===== src/rtl/logic_unit_arbiter.sv =====
// Round-robin arbiter in front of one registered bitwise logic unit.
// One operation in flight: grant in IDLE, compute in CALC, hold the tagged result in RESP.
module logic_unit_arbiter #(
  parameter  int WIDTH = 8,
  parameter  int NREQ  = 4,
  localparam int IDW   = $clog2(NREQ)
) (
  input  logic                  clk,
  input  logic                  rst,
  input  logic [NREQ-1:0]       req_valid,
  output logic [NREQ-1:0]       req_ready,
  input  logic [NREQ*WIDTH-1:0] req_a,
  input  logic [NREQ*WIDTH-1:0] req_b,
  input  logic [NREQ*3-1:0]     req_op,
  output logic                  res_valid,
  input  logic                  res_ready,
  output logic [WIDTH-1:0]      res_data,
  output logic [IDW-1:0]        res_id,
  output logic                  res_err
);

  typedef enum logic [1:0] {IDLE, CALC, RESP} state_t;

  state_t           state_reg, state_next;
  logic [IDW-1:0]   rr_ptr_reg;
  logic [WIDTH-1:0] a_reg, b_reg;
  logic [2:0]       op_reg;
  logic [IDW-1:0]   id_reg;
  logic             res_valid_reg;
  logic [WIDTH-1:0] res_data_reg;
  logic [IDW-1:0]   res_id_reg;
  logic             res_err_reg;

  logic [WIDTH-1:0] a_arr  [NREQ];
  logic [WIDTH-1:0] b_arr  [NREQ];
  logic [2:0]       op_arr [NREQ];

  generate
    for (genvar gi = 0; gi < NREQ; gi++) begin : g_slice
      assign a_arr[gi]  = req_a[gi*WIDTH +: WIDTH];
      assign b_arr[gi]  = req_b[gi*WIDTH +: WIDTH];
      assign op_arr[gi] = req_op[gi*3 +: 3];
    end
  endgenerate

  // First pending requester at or above rr_ptr, wrapping modulo NREQ.
  logic           grant_found;
  logic [IDW-1:0] grant_id;
  logic [IDW-1:0] scan_idx;
  logic [IDW-1:0] rr_next;

  always_comb begin
    grant_found = 1'b0;
    grant_id    = '0;
    scan_idx    = '0;
    for (int k = 0; k < NREQ; k++) begin
      scan_idx = IDW'((int'(rr_ptr_reg) + k) % NREQ);
      if (!grant_found && req_valid[scan_idx]) begin
        grant_found = 1'b1;
        grant_id    = scan_idx;
      end
    end
    rr_next = (grant_id == IDW'(NREQ - 1)) ? '0 : grant_id + 1'b1;
  end

  always_comb begin
    req_ready = '0;
    if (state_reg == IDLE && grant_found && !rst)
      req_ready[grant_id] = 1'b1;
  end

  logic [WIDTH-1:0] calc_data;
  logic             calc_err;

  always_comb begin
    calc_data = '0;
    calc_err  = 1'b0;
    case (op_reg)
      3'd0:    calc_data = a_reg & b_reg;
      3'd1:    calc_data = a_reg | b_reg;
      3'd2:    calc_data = ~a_reg;
      3'd3:    calc_data = a_reg ^ b_reg;
      3'd4:    calc_data = ~(a_reg ^ b_reg);
      3'd5:    calc_data = ~(a_reg & b_reg);
      default: calc_err  = 1'b1;
    endcase
  end

  always_comb begin
    state_next = state_reg;
    case (state_reg)
      IDLE:    if (grant_found) state_next = CALC;
      CALC:    state_next = RESP;
      RESP:    if (res_ready) state_next = IDLE;
      default: state_next = IDLE;
    endcase
  end

  always_ff @(posedge clk) begin
    if (rst) begin
      state_reg     <= IDLE;
      rr_ptr_reg    <= '0;
      a_reg         <= '0;
      b_reg         <= '0;
      op_reg        <= '0;
      id_reg        <= '0;
      res_valid_reg <= 1'b0;
      res_data_reg  <= '0;
      res_id_reg    <= '0;
      res_err_reg   <= 1'b0;
    end else begin
      state_reg <= state_next;
      case (state_reg)
        IDLE: begin
          if (grant_found) begin
            a_reg      <= a_arr[grant_id];
            b_reg      <= b_arr[grant_id];
            op_reg     <= op_arr[grant_id];
            id_reg     <= grant_id;
            rr_ptr_reg <= rr_next;
          end
        end
        CALC: begin
          res_data_reg  <= calc_data;
          res_err_reg   <= calc_err;
          res_id_reg    <= id_reg;
          res_valid_reg <= 1'b1;
        end
        RESP: if (res_ready) res_valid_reg <= 1'b0;
        default: ;
      endcase
    end
  end

  assign res_valid = res_valid_reg;
  assign res_data  = res_data_reg;
  assign res_id    = res_id_reg;
  assign res_err   = res_err_reg;

endmodule


===== config.mk =====
export PLATFORM = sky130hd
export DESIGN_NAME = logic_unit_arbiter
export DESIGN_NICKNAME = d
export VERILOG_FILES = /design/src/rtl/logic_unit_arbiter.sv
export SDC_FILE = /design/constraint.sdc
export NUM_CORES = 1
export LEC_CHECK = 0
export CORE_UTILIZATION = 40
export CTS_CLUSTER_SIZE = 25
export DETAILED_ROUTE_END_ITERATION = 7
export PLACE_DENSITY = 0.72
export SYNTH_ARGS = -nofsm -noshare
export SYNTH_HDL_FRONTEND = slang
export SYNTH_SLANG_ARGS = --single-unit

===== constraint.sdc =====
create_clock -name clk -period 4.1 [get_ports clk]
set_input_delay 0.41 -clock clk [delete_from_list [all_inputs] [get_ports clk]]
set_output_delay 0.41 -clock clk [all_outputs]
set_load 0.005 [all_outputs]

# After elaboration in Yosys (flattened, before gate mapping)

Index checks and enable logic that the tools add are counted.

Register bits after elaboration: 37
Input bits: 83
Output and inout bits: 16
Logic and storage cells: 91

$add $sub $neg: 4
Order comparisons: 7
Equality and inequality tests: 10
Muxes and demuxes: 36
Bitwise logic cells: 7
Reduce and logical (&&, ||, !) cells: 17

Operator list:

| cell                                                        | count |
|---|---|
| one-hot mux 8 bit (6 select lines)                          | 1 |
| binary-select mux 8 bit (select 2 bit)                      | 2 |
| 2-to-1 mux 8 bit                                            | 4 |
| NOT 8 bit                                                   | 3 |
| less-than comparator 2 x 3 -> 1 bit (second input constant) | 5 |
| 2-to-1 mux 2 bit                                            | 7 |
| 2-to-1 mux 1 bit                                            | 11 |
| AND 8 bit                                                   | 1 |
| binary-select mux 1 bit (select 2 bit)                      | 4 |
| OR 8 bit                                                    | 1 |
| XOR 8 bit                                                   | 1 |
| binary-select mux 3 bit (select 2 bit)                      | 1 |
| equality test 3 x 2 -> 1 bit (second input constant)        | 2 |
| equality test 3 bit (second input constant)                 | 2 |
| logical AND 1 bit                                           | 6 |
| 2-to-1 mux 3 bit                                            | 2 |
| one-hot mux 2 bit (3 select lines)                          | 1 |
| AND reduction 2 bit                                         | 3 |
| OR reduction 6 bit                                          | 1 |
| adder 2 x 1 -> 2 bit (second input constant)                | 2 |
| adder 2 bit (second input constant)                         | 2 |
| equality test 2 bit (second input constant)                 | 2 |
| zero test 1 bit                                             | 4 |
| 2-to-1 mux 4 bit                                            | 1 |
| other kinds (11)                                            | 12 |

# Depth between registers and ports, before layout

Depth after elaboration: 17
Mapped depth: 8
Gate-level depth less buffers: 7

# Worst setup path before layout

Ideal clock, no wire load.

Path type: input to output
From: in req_valid[2]
To: out req_ready[2]
Arrival: 1.817 ns
Data required time: 3.690 ns
Path slack: 1.873 ns
Stages on the path: 7
Path buffers: 1
Cells stage by stage: nor2b_2 -> or4b_2 -> buf_6 -> nand2_1 -> inv_1 -> ha_1 -> and2_1

Longest elaborated chain between the ends: 17
Elaborated cells on any way between the ends: 30
Classes of those cells: order compare: 2; mux: 19; reduce/logical: 9

Ends and longest elaborated chain:

| what                                                                                                                    | line | RTL |
|---|---|---|
| from (decl)                                                                                                             | 10   | `input logic [NREQ-1:0] req_valid,` |
| binary-select mux 1 bit (select 2 bit)                                                                                  | 58   | `if (!grant_found && req_valid[scan_idx]) begin` |
| 2-to-1 mux 1 bit (implied by the code)                                                                                  | 58   |  |
| 2-to-1 mux 1 bit                                                                                                        | 58   |  |
| zero test 1 bit                                                                                                         | 58   |  |
| logical AND 1 bit                                                                                                       | 58   |  |
| 2-to-1 mux 1 bit                                                                                                        | 58   |  |
| zero test 1 bit                                                                                                         | 58   |  |
| logical AND 1 bit                                                                                                       | 58   |  |
| 2-to-1 mux 1 bit                                                                                                        | 58   |  |
| zero test 1 bit                                                                                                         | 58   |  |
| logical AND 1 bit                                                                                                       | 58   |  |
| 2-to-1 mux 2 bit                                                                                                        | 58   |  |
| less-than comparator 2 x 3 -> 1 bit (implied by the code) or greater-or-equal comparator 2 x 1 -> 1 bit (tied branches) | 69   | `req_ready[grant_id] = 1'b1;` |
| logical AND 1 bit (implied by the code)                                                                                 | 69   |  |
| 2-to-1 mux 1 bit (implied by the code)                                                                                  | 69   |  |
| demux 1 bit (select 2 bit)                                                                                              | 69   |  |
| 2-to-1 mux 4 bit *                                                                                                      | 68   | `if (state_reg == IDLE && grant_found && !rst)` |
| to (decl)                                                                                                               | 11   | `output logic [NREQ-1:0] req_ready,` |

Mark *: on every way between the ends. The rest lies on a longest branch, timed or not. The select of a mux whose other input is x is not followed.

# Worst setup path after layout

From: in req_valid[3]
To: out req_ready[2]

The elaborated chain is that of the path after synthesis.

==> reports/metrics.cfg <==
[floorplan]
row_count = 30
core-area_mm2 = 0.006907
die_x_um = 87.12
die_h_um = 87.12
initial_core_util = 0.4196
io_pins = 99
die-area_mm2 = 0.007589

[cts]
cts_hold_buf = 0
clock_sinks = 37
post_cts_buffers = 0
cts.clk_slew.worst_paths_ns = 0.08
cts_buffers = 5
htree_levels = 2
cts-resized-gates = 0
cts_tree = built
insertion_delay_ns = 0.30
cts_buffer_depth = 2
cts-root-buf = clkbuf_8

[detailed_routing]
wl_met3_um = 571
drt-wirelength-per-cell_um = 16.41
first_pass_iters = 5
drtAntennaViolNets = 0
finalWirelength_mm = 8.714
vias = 3077
avgViaCountPerCell = 5.795
top_layer_used = met4
drtIter0Drc = 208
drc = 0
met1Wirelength_mm = 3.742
route.met2.wl_mm = 4.280

[global_routing]
track_usage = 0.2378
grt_pass1_vias = 2848
grt_max_degree = 37
antenna_found_initial = 0
grt_pass1_wl_mm = 14.01
grt_overflow_total = 0

[layout]
final_core_util = 0.5752
register_area_um2 = 740.7
layout.nets = 535
layout_commonest_cell = clkdlybuf4s50_1
multi_input_area_mm2 = 0.001881
drive_gt1_frac = 0.08506
area_delta_synth_final_pct = 37.09
layout_common_cells = clkdlybuf4s50_1 (98), dfxtp_1 (37), nor2_1 (35)
num_antenna_cells = 0
nFillCells = 659

[yosys]
synth_xor_area_frac = 0
synthesis.area_mm2 = 0.002898
synth-compound-area-share = 0.3636
synth-async-reset-ratio = 0
synthCells = 356
avgSynthCellArea_um2 = 8.140
synth_nets = 457
yosys_register_bits = 37
synth-simple-area-share = 0.1896
ys.flop_type = dfxtp_1
yosys_warnings = 0
synth-edff-count = 0
synth_top_family_by_area = compound AO/OA/AOI/OAI gates
synth-adder-area-share = 0.07772
synth_mux_area_frac = 0.01468
synth.distinct_cells = 46
ys_seq_area_frac = 0.2556

[timing]
finalSetupViolations = 0
fin_crit_sh = 0.8553
rsz0062_at_grt = no
slew_headroom = 0.3856
min_period_ns = 3.507
drv_slew = 0
setup_tns_ns = 0
hold_viol = 0
tightest_slew_ns = 0.9207
clock_skew_ns = 0.01120
max_freq_mhz = 285.2

[power]
vdd_drop_max_uv = 200.1
powerDensity_mw_per_mm2 = 383.9
p_leak_uw = 0.001470

[worst_setup_path]
required_ns = 3.69
worstPathArrival_ns = 3.10
slowest_stage = or4b_2
cp_slowest_stage_delay_ns = 0.92
critPathKind = in2out
crit_path_end_kind = output port
worst-path-buf-inv = 3
start_kind = input pin
cp_max_fo = 20
cp_common_cell = clkdlybuf4s50_1
cp_cell_sequence = clkdlybuf4s50_1 > nor2_2 > or4b_2 > nand2_1 > inv_1 > ha_1 > and2_1 > clkdlybuf4s50_1
cp_top_family = simple AND/OR/NAND/NOR gates

[flow_run]
cap_violations = 0

[placed_design]
dp_hpwl_mm = 6.472
gp_congestion = 0.8543
io_buffers = 98

[status]
status = finished, final reports clean

[min_path]
hp-class = reg2reg

==> worst paths after layout <==
check / startpoint / end / slack, ns / cells after the start
worst max-delay path: req_valid[3] / req_ready[2] / 0.59 / 8
worst min register to register: res_err / res_err / 0.46 / 2
worst min-delay path: res_err / res_err / 0.46 / 2
worst max register to register: rr_ptr_reg[0] / b_reg[7] / 1.76 / 5
==> power breakdown <==
group	internal (uW)	leakage (uW)	switching (uW)	total, uW
Combinational	310	0.00110	340	650
Sequential	415	0.000306	68.2	483
Clock	245	0.0000687	147	392
Total	970	0.00147	555	1520
==> metrics by stage <==
| step | total power, uW | std cells | setup slack (ns) | hold WS (ns) | cell area (um2) |
|---|---|---|---|---|---|
| after global placement | 1121 | 523 | 0.6734 | 0.4435 | 3835 |
| after global routing | 1627 | 531 | 0.4981 | 0.4822 | 3973 |
| after CTS | 1528 | 531 | 0.6051 | 0.4630 | 3973 |
| after detailed placement | 1134 | 523 | 0.6137 | 0.4506 | 3835 |
| after floorplan | 923.1 | 356 | 1.873 | 0.4320 | 2898 |
| final | 1525 | 531 | 0.5935 | 0.4577 | 3973 |
==> worst reg2reg max path: stages (launching register included) <==
cell and delay (ns):
dfxtp_1 0.47, nor2b_2 0.14, nor4b_4 0.81, o21ai_0 0.19, a211o_1 0.34, a221oi_1 0.28
==> cells by family after synthesis <==
logic type | Yosys count
multiplexers | 3
AND/OR/NAND/NOR | 107
flip-flops | 37
AO/OA/AOI/OAI | 138
buffers and inverters | 53
adder cells (fa/ha/maj) | 18
==> layer usage <==
layer | up-vias | global-route usage
li1 | 1494 | -
met1 | 1456 | 0.3118
met2 | 113 | 0.4052
met3 | 14 | 0.04360
met4 | 0 | 0.05514
met5 | - | 0
==> final cells by class <==
cell class                 instances  share of cell area
tap                               96             0.03024
sequential                        37              0.1865
clock inverter                     3             0.01732
multi-input combinational        266              0.4734
inverter                          22             0.02079
clock buffer                       5             0.01732
timing repair buffer             102              0.2545
==> cell usage after synthesis, types with 2 or more instances <==
cell      count  area share
a221oi_2      7       0.036
a311oi_1      2      0.0060
buf_6         3       0.012
nor2b_1       3      0.0065
nand2b_1      8       0.017
clkbuf_1     14       0.018
o21ai_1       8       0.014
a221oi_1     28       0.085
a211oi_1      4       0.010
and3_1        2      0.0043
nand3_1      20       0.035
a211o_1      19       0.057
nor3_1        2      0.0035
dfxtp_1      37        0.26
a21oi_1      30       0.052
o32ai_1       7       0.021
inv_1        22       0.028
mux2i_1       2      0.0069
ha_1         18       0.078
and2_1        5       0.011
o31a_1        5       0.015
o21bai_1      4       0.010
nand2_1      21       0.027
nor2_2        2      0.0043
o21ai_0      15       0.026
a21o_1        2      0.0052
a211oi_2      3       0.013
buf_2         6       0.010
nor2b_2       2      0.0060
nor2_1       35       0.045
clkbuf_8      5       0.024
Power figures use the tool's default switching activity.
==> RTL change 1, RTL diff (same settings) <==
`NREQ`: 4 -> 2.
--- a/src/rtl/logic_unit_arbiter.sv
+++ b/src/rtl/logic_unit_arbiter.sv
@@ -2,7 +2,7 @@
 // One operation in flight: grant in IDLE, compute in CALC, hold the tagged result in RESP.
 module logic_unit_arbiter #(
   parameter  int WIDTH = 8,
-  parameter  int NREQ  = 4,
+  parameter  int NREQ  = 2,
   localparam int IDW   = $clog2(NREQ)
 ) (
   input  logic                  clk,
Ports: changed (6 resized); port bits go from 99 to 56. The function was not compared with the original's and may differ.
==> RTL change 1 against the original RTL <==
  * Synthesized area down 32%
  * Worst setup slack better by 0.86 ns
  * Total power down 38%
  * Clock power down 21%
  * Sequential cell count down 3
  * Die area down 31%
  * Wire length down 50%
  * Final area down 33%
  * Highest routed layer unchanged
==> RTL change 1: results <==
export IMPL_cp_slowest_cell="clkdlybuf4s50_1"
export IMPL_slew_headroom_pct=25.1
export IMPL_slowest_delay_ns=0.58
export IMPL_crit_start="req_valid[1]"
export IMPL_skew_ns=0.00573
export IMPL_use_met2_pct=26.4
export IMPL_finalWirelength_um=4380
export IMPL_synth_area_leaders="dfxtp_1, ha_1, a221o_1"
export IMPL_switching_power_w=0.000258
export IMPL_clk_pin_slew_ns=0.06
export IMPL_placed_cell_area_um2=2540
export IMPL_yosysSeqAreaShare_pct=34.5
export IMPL_critPathMaxFanout=14
export IMPL_drt_iter0_markers=129
export IMPL_port_buffers=55
export IMPL_dpl_hpwl_um=3280
export IMPL_synth_distinct_cells=36
export IMPL_drive_gt1_share_pct=6.81
export IMPL_grt_usage_pct=17.5
export IMPL_vdd_drop_max_v=0.000142
export IMPL_cp_top_family="buffers and inverters"
export IMPL_grt_pass1_wl_um=7080
export IMPL_crit_arrival_ns=2.23
export IMPL_layout_nets=338
export IMPL_netlist_top_cells_count="dfxtp_1, nor2_1, inv_1"
export IMPL_leakage_nw=1.05
export IMPL_status="completed"
export IMPL_vias=1801
export IMPL_synth_fp_nets=290
## RTL change 1: changes by cell type after synthesis, sizes merged, moves of 6 or more
cell    delta
a211o     -18
a21oi     -18
a221o     +12
a221oi    -35
a222oi     +6
and2       +7
clkbuf    -11
nand2      -9
nand3     -19
nor2      -12
nor3       +8
o21ai     -21
o32ai      -7
## RTL change 1: metal layers
metal	wire length, um	vias to the layer above
met5	0	-
met4	70	0
li1	-	934
met3	235	5
met1	2130	805
met2	1950	57
## RTL change 1: kinds of logic after synthesis
| family | Yosys count | synth area share, % |
|---|---|---|
| adders and majority gates | 16 | 10.2 |
| and+or+nand+nor | 93 | 26.0 |
| AOI/OAI and AO/OA | 55 | 22.3 |
| DFF | 34 | 34.5 |
| buffers and inverters | 33 | 6.98 |
## RTL change 1: worst reg2reg max path, delay by kind of cell (launching register included)
family / cells / cell delay (ns)
AO/OA/AOI/OAI: 1 / 0.08
flip-flops: 1 / 0.48
AND/OR/NAND/NOR: 3 / 1.44
## RTL change 1: power groups by stage
stage	sequential [W]	clock (W)	combinational, W
floorplan	0.000393	0	0.000155
global placement	0.000417	0	0.000221
detailed placement	0.000419	0	0.000226
CTS	0.000411	0.000314	0.000227
global route	0.000418	0.000328	0.000255
finish	0.000412	0.000311	0.000226
## RTL change 1: final cells by class
| type | instances | area, um2 |
|---|---|---|
| inverter | 18 | 67.6 |
| fill | 437 | 2070 |
| timing repair buffer | 56 | 558 |
| clock buffer | 6 | 82.6 |
| sequential | 34 | 681 |
| clock inverter | 1 | 30.0 |
| tap | 67 | 83.8 |
| multi-input combinational | 164 | 1150 |
## RTL change 1: path summary, 6_finish.rpt
path / endpoint / slack (ns) / cells past startpoint
max: req_ready[1] / 1.46 / 4
min: id_reg$_SDFFE_PP0P_ / 0.46 / 1
max reg2reg: res_data[7]$_SDFFE_PP0P_ / 1.94 / 4
min reg2reg: id_reg$_SDFFE_PP0P_ / 0.46 / 1
## RTL change 1: stage by stage
stage	util, %	cells
after floorplan	-	231
after global placement	53.8	339
after detailed placement	53.8	339
after CTS	56.2	346
after global routing	56.2	346
final	56.2	346
==> RTL change 2, RTL diff (same flow settings) <==
Without the edit above. Encoding of `state_t`: now one-hot (3 bits for 3 states).
--- a/src/rtl/logic_unit_arbiter.sv
+++ b/src/rtl/logic_unit_arbiter.sv
@@ -19,7 +19,7 @@
   output logic                  res_err
 );
 
-  typedef enum logic [1:0] {IDLE, CALC, RESP} state_t;
+  typedef enum logic [2:0] {IDLE = 3'b001, CALC = 3'b010, RESP = 3'b100} state_t;
 
   state_t           state_reg, state_next;
   logic [IDW-1:0]   rr_ptr_reg;
Formal check against the unedited RTL: same outputs for any inputs over 4 cycles, from zero or initial values and one cycle with rst high; so few cycles prove little.
==> RTL change 2 against the original RTL <==
  * Global-route usage is 2.7 points lower
  * Total power rose by 2.2%
  * Final area is 1.4% higher
  * Sequential power up 6.4%
  * Worst setup slack better by 0.30 ns
  * Wire length shrank 13%
  * Clock skew decreased by 0.0059 ns
  * Register-to-register slack improved by 0.36 ns
  * Combinational power is 0.8% higher
  * Critical path depth shrank 1
  * Sequential cell count up 1
  * Synthesized area shrank 0.65%
  * Sequential share of layout area up 0.25 points
  * Highest routed layer unchanged
==> RTL change 2: results <==
export IMPL_drt_wirelength_per_cell_um=14.4
export IMPL_met3_usage_pct=3.52
export IMPL_placed_cell_area_um2=3890
export IMPL_finalWorstPathRequiredPeriod_ns=3.20
export IMPL_use_met2_pct=34.0
export IMPL_place_congestion=0.801
export IMPL_cts_htree_levels=2
export IMPL_status="completed"
export IMPL_grt_max_degree=43
export IMPL_leakage_nw=1.57
export IMPL_vdd_drop_max_v=0.000215
export IMPL_slowest_delay_ns=0.72
export IMPL_inv_count=45
export IMPL_met1_usage_pct=29.1
export IMPL_routed_wl_met2_um=3510
export IMPL_netlist_top_cells_count="inv_1, dfxtp_1, nand2_1"
export IMPL_cp_slowest_cell="or4_4"
export IMPL_grt_usage_pct=21.1
export IMPL_drive_gt1_share_pct=10.6
export IMPL_vias=2819
export IMPL_reg2reg_from="state_reg[0]$_SDFFE_PP1P_"
export IMPL_layout_nets=532
export IMPL_cp_top_family="buffers and inverters"
export IMPL_synth_distinct_cells=46
export IMPL_antenna_found_initial=0
export IMPL_yosysSeqAreaShare_pct=26.4
export IMPL_yosys_warnings=0
export IMPL_skew_ns=0.00529
export IMPL_fillers=628
export IMPL_p_int_w=0.000994
export IMPL_diodes=0
export IMPL_clock_sinks=38
export IMPL_slew_headroom_pct=45.8
export IMPL_m1WireLength_um=3640
export IMPL_rows=30
export IMPL_multi_input_area_share_pct=45.4
export IMPL_synth_fp_nets=451
export IMPL_seq_cell_share_pct=18.9
export IMPL_dpl_hpwl_um=5630
export IMPL_final_clk_cell_share_pct=3.42
export IMPL_min_from="res_id[1]$_SDFFE_PP0P_"
export IMPL_grt_pass1_wl_um=12400
export IMPL_route_met3_wl_um=369
export IMPL_synth_area_leaders="dfxtp_1, o221ai_2, ha_1"
export IMPL_grt_pass1_vias=2615
export IMPL_synth_flop_cell="dfxtp_1"
export IMPL_crit_arrival_ns=2.79
export IMPL_num_multi_input_gates=239
export IMPL_crit_start="req_valid[0]"
export IMPL_nonClkBufAreaFrac_pct=25.1
export IMPL_drt_iter0_markers=163
[RTL change 2: cell count changes in the layout (fill, tap and decap cells not counted), sizes merged, moves of 19 or more]
cell / unedited run / this run
a221oi: 35 / 1
inv: 23 / 45
nor2: 37 / 16
a211o: 20 / 0
mux2i: 2 / 22
o221ai: 0 / 20
a41oi: 0 / 19
nor3: 2 / 21
[RTL change 2: final timing paths]
check	slack [ns]	end	depth (start not counted)
max	0.90	req_ready[1]	7
min	0.46	res_id[1]$_SDFFE_PP0P_	2
max reg2reg	2.12	b_reg[0]$_SDFFE_PP0P_	6
min reg2reg	0.46	res_id[1]$_SDFFE_PP0P_	2
[RTL change 2: logic make-up after synthesis]
logic type,count (synthesis),share of synthesized area (%)
mux,24,9.21
fa+ha+maj,18,7.82
flops,38,26.4
compound gates,100,28.7
simple gates,97,17.5
buf+inv,73,10.3
[RTL change 2: power by group through the flow]
stage	Combinational [W]	Clock (W)	Sequential, W
after global placement	0.000635	0	0.000519
final	0.000655	0.000390	0.000514
after floorplan	0.000490	0	0.000472
after CTS	0.000654	0.000396	0.000512
after global routing	0.000727	0.000410	0.000525
after detailed placement	0.000651	0	0.000520
[RTL change 2: per-stage QoR]
step,setup slack (ns),instances,hold slack [ns],utilization (%)
floorplan,2.09,350,0.432,-
detailed placement,0.911,520,0.450,56.6
global placement,0.971,520,0.445,56.6
finish,0.896,528,0.457,58.6
global route,0.781,528,0.481,58.6
CTS,0.910,528,0.461,58.6
[RTL change 2: tightest hold or removal path, cell delays in order (launching register included)]
cell	delay, ns
dfxtp_1	0.31
nand2_1	0.05
a21oi_1	0.05
